--- src/rtl/i2c_slave_pkg.sv ---
// Shared types and constants for the i2c_slave_mem register-file target.
package i2c_slave_pkg;

  typedef enum logic [3:0] {
    IDLE,
    ADDR,
    ADDR_ACK,
    PTR,
    PTR_ACK,
    WDATA,
    WDATA_ACK,
    RDATA,
    RACK
  } state_e;

  // SCL hold length after a data-byte ACK or a read-byte load.
  localparam int unsigned STRETCH_CYCLES = 4;
  localparam int unsigned MEM_DEPTH_MAX  = 256;

  // Legal register-file depth: power of two, 2..MEM_DEPTH_MAX.
  function automatic bit mem_depth_ok(input int unsigned depth);
    return (depth >= 2) && (depth <= MEM_DEPTH_MAX) && ((depth & (depth - 1)) == 0);
  endfunction

endpackage

--- src/rtl/i2c_bus_cond.sv ---
// SCL/SDA synchronizers plus START, STOP and SCL edge decode.
module i2c_bus_cond #(
  parameter int unsigned SYNC_STAGES = 2
) (
  input  logic PCLK,
  input  logic PRESETn,
  input  logic scl_i,
  input  logic sda_i,
  input  logic hold_i,
  output logic sda_o,
  output logic start_c,
  output logic stop_c,
  output logic scl_rise_c,
  output logic scl_fall_c
);

  logic [SYNC_STAGES-1:0] scl_sync_q;
  logic [SYNC_STAGES-1:0] sda_sync_q;
  logic                   scl_prev_q;
  logic                   sda_prev_q;
  logic                   scl_s;
  logic                   sda_s;

  assign scl_s = scl_sync_q[SYNC_STAGES-1];
  assign sda_s = sda_sync_q[SYNC_STAGES-1];

  // Synchronizer chains plus one delay flop; idle bus level is high.
  always_ff @(posedge PCLK or negedge PRESETn) begin
    if (!PRESETn) begin
      scl_sync_q <= '1;
      sda_sync_q <= '1;
      scl_prev_q <= 1'b1;
      sda_prev_q <= 1'b1;
    end else begin
      scl_sync_q[0] <= scl_i;
      sda_sync_q[0] <= sda_i;
      for (int unsigned i = 1; i < SYNC_STAGES; i++) begin
        scl_sync_q[i] <= scl_sync_q[i-1];
        sda_sync_q[i] <= sda_sync_q[i-1];
      end
      // While we hold SCL low ourselves, freeze the SCL history.
      if (!hold_i) begin
        scl_prev_q <= scl_s;
      end
      sda_prev_q <= sda_s;
    end
  end

  assign sda_o      = sda_s;
  assign start_c    = scl_s & scl_prev_q & sda_prev_q & ~sda_s;
  assign stop_c     = scl_s & scl_prev_q & ~sda_prev_q & sda_s;
  assign scl_rise_c = ~hold_i & ~scl_prev_q & scl_s;
  assign scl_fall_c = ~hold_i & scl_prev_q & ~scl_s;

endmodule

--- src/rtl/i2c_slave_mem.sv ---
// I2C target with a byte register file: pointer write, data write with
// auto-increment, and sequential read.
// Optional clock stretching is enabled by defining I2C_SLAVE_STRETCH_EN.
module i2c_slave_mem
  import i2c_slave_pkg::*;
#(
  parameter logic [6:0]  SLAVE_ADDR  = 7'h50,
  parameter int unsigned MEM_DEPTH   = 16,
  parameter int unsigned SYNC_STAGES = 2
) (
  input  logic       PCLK,
  input  logic       PRESETn,
  input  logic       scl_i,
  input  logic       sda_i,
  output logic       sda_oe,
  output logic       scl_oe,
  output logic       wr_strobe,
  output logic [7:0] wr_addr,
  output logic [7:0] wr_data,
  output logic       busy
);

  localparam int unsigned PTR_W = $clog2(MEM_DEPTH);

  if (!mem_depth_ok(MEM_DEPTH)) begin : g_depth_chk
    $error("i2c_slave_mem: MEM_DEPTH must be a power of 2 between 2 and 256");
  end

  state_e           state_q;
  logic [2:0]       bit_cnt_q;
  logic [7:0]       shift_q;
  logic [PTR_W-1:0] ptr_q;
  logic [7:0]       mem_q [MEM_DEPTH];
  logic             ack_ph_q;
  logic             rw_q;
  logic             sda_oe_q;
  logic             busy_q;
  logic             wr_strobe_q;
  logic [7:0]       wr_addr_q;
  logic [7:0]       wr_data_q;

  logic             sda_s;
  logic             start_c;
  logic             stop_c;
  logic             scl_rise_c;
  logic             scl_fall_c;
  logic             hold_c;
  logic [7:0]       rx_byte_c;
  logic [PTR_W-1:0] ptr_inc_c;
  logic             load_rd_c;

  i2c_bus_cond #(
    .SYNC_STAGES(SYNC_STAGES)
  ) u_bus_cond (
    .PCLK      (PCLK),
    .PRESETn   (PRESETn),
    .scl_i     (scl_i),
    .sda_i     (sda_i),
    .hold_i    (hold_c),
    .sda_o     (sda_s),
    .start_c   (start_c),
    .stop_c    (stop_c),
    .scl_rise_c(scl_rise_c),
    .scl_fall_c(scl_fall_c)
  );

  assign rx_byte_c = {shift_q[6:0], sda_s};
  assign ptr_inc_c = ptr_q + PTR_W'(1);
  // Fall that ends an ACK phase leading into a read byte.
  assign load_rd_c = scl_fall_c & ack_ph_q &
                     (((state_q == ADDR_ACK) & rw_q) | (state_q == RACK));

  // Protocol FSM, register file and registered bus/strobe outputs.
  always_ff @(posedge PCLK or negedge PRESETn) begin
    if (!PRESETn) begin
      state_q     <= IDLE;
      bit_cnt_q   <= 3'd0;
      shift_q     <= 8'h00;
      ptr_q       <= '0;
      ack_ph_q    <= 1'b0;
      rw_q        <= 1'b0;
      sda_oe_q    <= 1'b0;
      busy_q      <= 1'b0;
      wr_strobe_q <= 1'b0;
      wr_addr_q   <= 8'h00;
      wr_data_q   <= 8'h00;
      for (int unsigned i = 0; i < MEM_DEPTH; i++) begin
        mem_q[i] <= 8'h00;
      end
    end else begin
      wr_strobe_q <= 1'b0;
      if (stop_c) begin
        state_q  <= IDLE;
        sda_oe_q <= 1'b0;
        busy_q   <= 1'b0;
        ack_ph_q <= 1'b0;
      end else if (start_c) begin
        state_q   <= ADDR;
        bit_cnt_q <= 3'd0;
        sda_oe_q  <= 1'b0;
        ack_ph_q  <= 1'b0;
      end else if (load_rd_c) begin
        shift_q   <= mem_q[ptr_q];
        sda_oe_q  <= ~mem_q[ptr_q][7];
        ptr_q     <= ptr_inc_c;
        bit_cnt_q <= 3'd0;
        ack_ph_q  <= 1'b0;
        state_q   <= RDATA;
      end else begin
        case (state_q)
          ADDR: begin
            if (scl_rise_c) begin
              shift_q   <= rx_byte_c;
              bit_cnt_q <= bit_cnt_q + 3'd1;
              if (bit_cnt_q == 3'd7) begin
                ack_ph_q <= 1'b0;
                if (rx_byte_c[7:1] == SLAVE_ADDR) begin
                  rw_q    <= rx_byte_c[0];
                  busy_q  <= 1'b1;
                  state_q <= ADDR_ACK;
                end else begin
                  busy_q  <= 1'b0;
                  state_q <= IDLE;
                end
              end
            end
          end
          PTR: begin
            if (scl_rise_c) begin
              shift_q   <= rx_byte_c;
              bit_cnt_q <= bit_cnt_q + 3'd1;
              if (bit_cnt_q == 3'd7) begin
                ptr_q    <= PTR_W'(rx_byte_c);
                ack_ph_q <= 1'b0;
                state_q  <= PTR_ACK;
              end
            end
          end
          WDATA: begin
            if (scl_rise_c) begin
              shift_q   <= rx_byte_c;
              bit_cnt_q <= bit_cnt_q + 3'd1;
              if (bit_cnt_q == 3'd7) begin
                mem_q[ptr_q] <= rx_byte_c;
                wr_strobe_q  <= 1'b1;
                wr_addr_q    <= 8'(ptr_q);
                wr_data_q    <= rx_byte_c;
                ptr_q        <= ptr_inc_c;
                ack_ph_q     <= 1'b0;
                state_q      <= WDATA_ACK;
              end
            end
          end
          ADDR_ACK, PTR_ACK, WDATA_ACK: begin
            if (scl_fall_c) begin
              if (!ack_ph_q) begin
                sda_oe_q <= 1'b1;
                ack_ph_q <= 1'b1;
              end else begin
                sda_oe_q  <= 1'b0;
                ack_ph_q  <= 1'b0;
                bit_cnt_q <= 3'd0;
                state_q   <= (state_q == ADDR_ACK) ? PTR : WDATA;
              end
            end
          end
          RDATA: begin
            if (scl_fall_c) begin
              if (bit_cnt_q == 3'd7) begin
                sda_oe_q <= 1'b0;
                ack_ph_q <= 1'b0;
                state_q  <= RACK;
              end else begin
                shift_q   <= {shift_q[6:0], shift_q[7]};
                sda_oe_q  <= ~shift_q[6];
                bit_cnt_q <= bit_cnt_q + 3'd1;
              end
            end
          end
          RACK: begin
            if (scl_rise_c) begin
              if (sda_s) begin
                busy_q  <= 1'b0;
                state_q <= IDLE;
              end else begin
                ack_ph_q <= 1'b1;
              end
            end
          end
          default: begin
            state_q <= IDLE;
          end
        endcase
      end
    end
  end

`ifdef I2C_SLAVE_STRETCH_EN
  localparam int unsigned SC_W = $clog2(STRETCH_CYCLES);

  logic [SC_W-1:0] stretch_cnt_q;
  logic            scl_oe_q;
  logic            stretch_go_c;

  assign stretch_go_c = ~stop_c & ~start_c &
                        (load_rd_c | (scl_fall_c & ack_ph_q & (state_q == WDATA_ACK)));

  // Hold SCL low for STRETCH_CYCLES PCLK cycles from the triggering fall.
  always_ff @(posedge PCLK or negedge PRESETn) begin
    if (!PRESETn) begin
      scl_oe_q      <= 1'b0;
      stretch_cnt_q <= '0;
    end else if (stretch_go_c) begin
      scl_oe_q      <= 1'b1;
      stretch_cnt_q <= SC_W'(STRETCH_CYCLES - 1);
    end else if (scl_oe_q) begin
      if (stretch_cnt_q == '0) begin
        scl_oe_q <= 1'b0;
      end else begin
        stretch_cnt_q <= stretch_cnt_q - SC_W'(1);
      end
    end
  end

  assign scl_oe = scl_oe_q;
  assign hold_c = scl_oe_q;
`else
  assign scl_oe = 1'b0;
  assign hold_c = 1'b0;
`endif

  assign sda_oe    = sda_oe_q;
  assign busy      = busy_q;
  assign wr_strobe = wr_strobe_q;
  assign wr_addr   = wr_addr_q;
  assign wr_data   = wr_data_q;

endmodule

--- config.mk ---
export PLATFORM = sky130hd
export DESIGN_NAME = i2c_slave_mem
export DESIGN_NICKNAME = d
export VERILOG_FILES = /design/src/rtl/i2c_slave_pkg.sv /design/src/rtl/i2c_bus_cond.sv /design/src/rtl/i2c_slave_mem.sv
export SDC_FILE = /design/constraint.sdc
export NUM_CORES = 1
export LEC_CHECK = 0
export BUFFER_PORTS_ARGS = -buffer_cell sky130_fd_sc_hd__buf_2
export CAP_MARGIN = 20
export CORE_MARGIN = 5
export CORE_UTILIZATION = 40
export CTS_CLUSTER_DIAMETER = 150
export DETAILED_ROUTE_END_ITERATION = 8
export HOLD_SLACK_MARGIN = 0.12
export PLACE_DENSITY = 0.57
export REMOVE_ABC_BUFFERS = 1
export SLEW_MARGIN = 30
export SYNTH_ARGS = -nofsm -noshare
export SYNTH_HDL_FRONTEND = slang
export SYNTH_SLANG_ARGS = --single-unit
export TNS_END_PERCENT = 30
--- constraint.sdc ---
create_clock -name PCLK -period 4.1 [get_ports PCLK]
set_input_delay 0.41 -clock PCLK [delete_from_list [all_inputs] [get_ports PCLK]]
set_output_delay 0.41 -clock PCLK [all_outputs]
set_load 0.005 [all_outputs]
==> flow_metrics.py <==
metrics = {
    "pwr": {
        "power_density_nw_per_um2": 422,
        "power_w": 0.00398,
        "leakagePower_nw": 4.30,
        "irDropWorstVdd_mv": 0.286,
    },
    "clock_network": {
        "cts_made_buffers": 17,
        "cts_tree": "done",
        "clockBufferDepth": 2,
        "path_clk_slew_ns": 0.07,
        "clock_sinks": 170,
        "cts-root-buf": "clkbuf_16",
        "ctsResizeCount": 0,
        "clkLatencyLatePin_ns": 0.43,
        "cts_max_level": 4,
    },
    "global_route": {
        "antenna_found_initial": 0,
        "grt_pass1_vias": 5394,
        "grt_use_total": 0.168,
        "grt_first_pass_wirelength_microns": 31500,
        "grt_overflow_total": 0,
        "grt_max_degree": 102,
    },
    "final_layout": {
        "drive_above_1_share": 0.415,
        "n_fill_cell": 1858,
        "fin_area_sq_um": 9410,
        "insertedDiodeCount": 0,
        "ff_latch_area_sq_um": 4270,
        "area_growth_syn_to_layout_pct": 10.8,
        "multi_input_area_sq_um": 3920,
        "final_net_count": 619,
    },
    "synthesis": {
        "synthDominantCellAreaShare": 0.483,
        "synth_top_area_cell": "dfrtp_1",
        "ys.flop_type": "dfrtp_1",
        "ys_ff_latch": 170,
        "yosys-top-cells-area": "dfrtp_1 (48%), mux2_2 (18%), mux4_2 (7.4%)",
        "yosysMostFrequentCell": "dfrtp_1",
        "avgSynthCellArea_sq_um": 13.9,
        "synth_warnings": 0,
        "async_flop_share": 1.00,
        "synth-edff-count": 0,
        "synthCells": 612,
        "netlist_area_sq_um": 8490,
        "yosysSeqAreaShare": 0.502,
        "yosys-top-cells-count": "dfrtp_1 (164), mux2_2 (133), a21oi_1 (30)",
        "synth.distinct_cells": 66,
    },
    "drt": {
        "wl_met3_microns": 639,
        "routed_via_density": 5.64,
        "routed.top_layer": "met4",
        "drtPass1Iterations": 4,
        "drtAntennaViolNets": 0,
        "wl_per_cell_microns": 21.6,
        "drt_wl_total_microns": 19400,
        "dr_wl_met2_microns": 9280,
        "vias": 5056,
        "drtIter0Drc": 276,
        "met1_length_microns": 9070,
        "drc_errors": 0,
    },
    "sta": {
        "skew_ns": 0.00640,
        "finalSetupViolations": 0,
        "fin_crit_ns": 2.97,
        "worst_pin_slew_ns": 0.906,
        "tns_ns": 0,
        "relSlewSlack": 0.393,
        "clock.fmax_mhz": 337,
        "period_share": 0.725,
        "slew_violations": 0,
        "final-hold-violation-count": 0,
        "rsz0062_at_grt": "false",
    },
    "floorplan": {
        "start_util": 0.405,
        "io-pin-count": 24,
        "rows": 53,
        "die_area_sq_um": 24200,
        "die_h_microns": 156,
        "core_sq_um": 21000,
        "die_w_microns": 156,
    },
    "setup_path": {
        "cp_data_arrival_time_ns": 3.29,
        "worstSetupPathType": "flop to flop",
        "reg2reg_to": "mem_q[42]",
        "worst_setup_path_start_kind": "flop",
        "cp-end-kind": "flop",
        "path_max_fanout": 17,
        "worstPathRequired_ns": 4.41,
        "reg2reg_from": "state_q[0]",
        "r2r_cells": 6,
        "rrSetupSlack_ns": 1.13,
    },
    "hold_path": {
        "min_to": "u_bus_cond.sda_sync_q[1]",
        "worstHoldPathCells": 0,
        "hp-class": "flop to flop",
        "min_from": "u_bus_cond.sda_sync_q[0]",
    },
    "place": {
        "dpl_cell_area_sq_um": 8710,
        "portBuffers": 18,
        "hpwl_microns": 12500,
        "gp_congestion": 0.779,
    },
    "run_status": {
        "outcome": "finished clean",
    },
    "job": {
        "cap_violations": 0,
    },
}
-- timing repair --
action,CTS,global route
buffers inserted,0,0
hold buffers,3,0
hold endpoints to repair,4,0
-- per-layer routing --
layer	vias up	GRT usage
met5	-	0
met4	0	0.0554
met3	33	0.0319
met2	98	0.265
met1	2652	0.234
li1	2273	-
-- cell usage in the layout, fill, tap and decap left out, drive strengths merged, types with 14 or more instances in the layout --
cell,Yosys,final
dfrtp,164,164
mux2,143,143
a21oi,34,34
mux4,28,28
buf,33,25
nand3,22,22
clkbuf,22,19
a22oi,17,17
mux2i,16,16
nand2,15,15
inv,6,15
nor2,14,14
-- power breakdown --
| part | internal, W | switching [W] |
|---|---|---|
| combinational | 0.000112 | 0.000159 |
| sequential | 0.00173 | 0.000227 |
| clock | 0.00101 | 0.000738 |
-- cell families after synthesis --
logic type	share of synthesized area
compound gates	0.0760
buf+inv	0.0392
xor+xnor	0.00206
simple gates	0.0878
fa+ha+maj	0.0100
mux	0.283
flops	0.502
other cells	0.000442
-- sequential cells by signal, indices dropped and copies added, names as in the netlist --
name / flops
bit_cnt_q: 3
sda_oe: 1
ptr_q: 4
wr_data: 8
ack_ph_q: 1
state_q: 4
wr_addr: 4
u_bus_cond.sda_prev_q: 1
mem_q: 128
shift_q: 8
rw_q: 1
u_bus_cond.scl_sync_q: 2
busy: 1
wr_strobe: 1
u_bus_cond.sda_sync_q: 2
u_bus_cond.scl_prev_q: 1
-- worst max-delay path, cell delays in order (launching register included) --
cell      delay, ns
dfrtp_1        0.73
nand2b_4       0.12
or3b_4         0.43
nor2_4         0.68
buf_4          0.36
nand3_4        0.17
mux2_2         0.34
-- through the flow --
| step | setup slack [ns] | util | std cells | hold WS, ns |
|---|---|---|---|---|
| after detailed placement | 1.15 | 0.416 | 861 | 0.351 |
| final | 1.13 | 0.449 | 897 | 0.362 |
| after global placement | 1.26 | 0.416 | 861 | 0.351 |
| after CTS | 1.14 | 0.448 | 896 | 0.369 |
| after global routing | 1.02 | 0.449 | 897 | 0.371 |
| after floorplan | 1.32 | - | 561 | 0.114 |
-- worst max-delay path by stage --
stage	slack, ns	start	depth (start not counted)	end
final	1.13	state_q[0]	6	mem_q[42]
after global routing	1.02	state_q[0]	6	mem_q[58]
after CTS	1.14	state_q[0]	6	mem_q[58]
after detailed placement	1.15	state_q[0]	6	mem_q[61]
after global placement	1.26	state_q[0]	6	mem_q[47]
after floorplan	1.32	ptr_q[1]	5	shift_q[0]
-- layout make-up --
| class | instances | share of cell area |
|---|---|---|
| multi-input combinational | 385 | 0.416 |
| inverter | 6 | 0.00239 |
| clock inverter | 14 | 0.0213 |
| tap | 275 | 0.0366 |
| sequential | 170 | 0.453 |
| clock buffer | 18 | 0.0467 |
| timing repair buffer | 29 | 0.0235 |
Note: power is estimated with default switching activity, not from simulation.
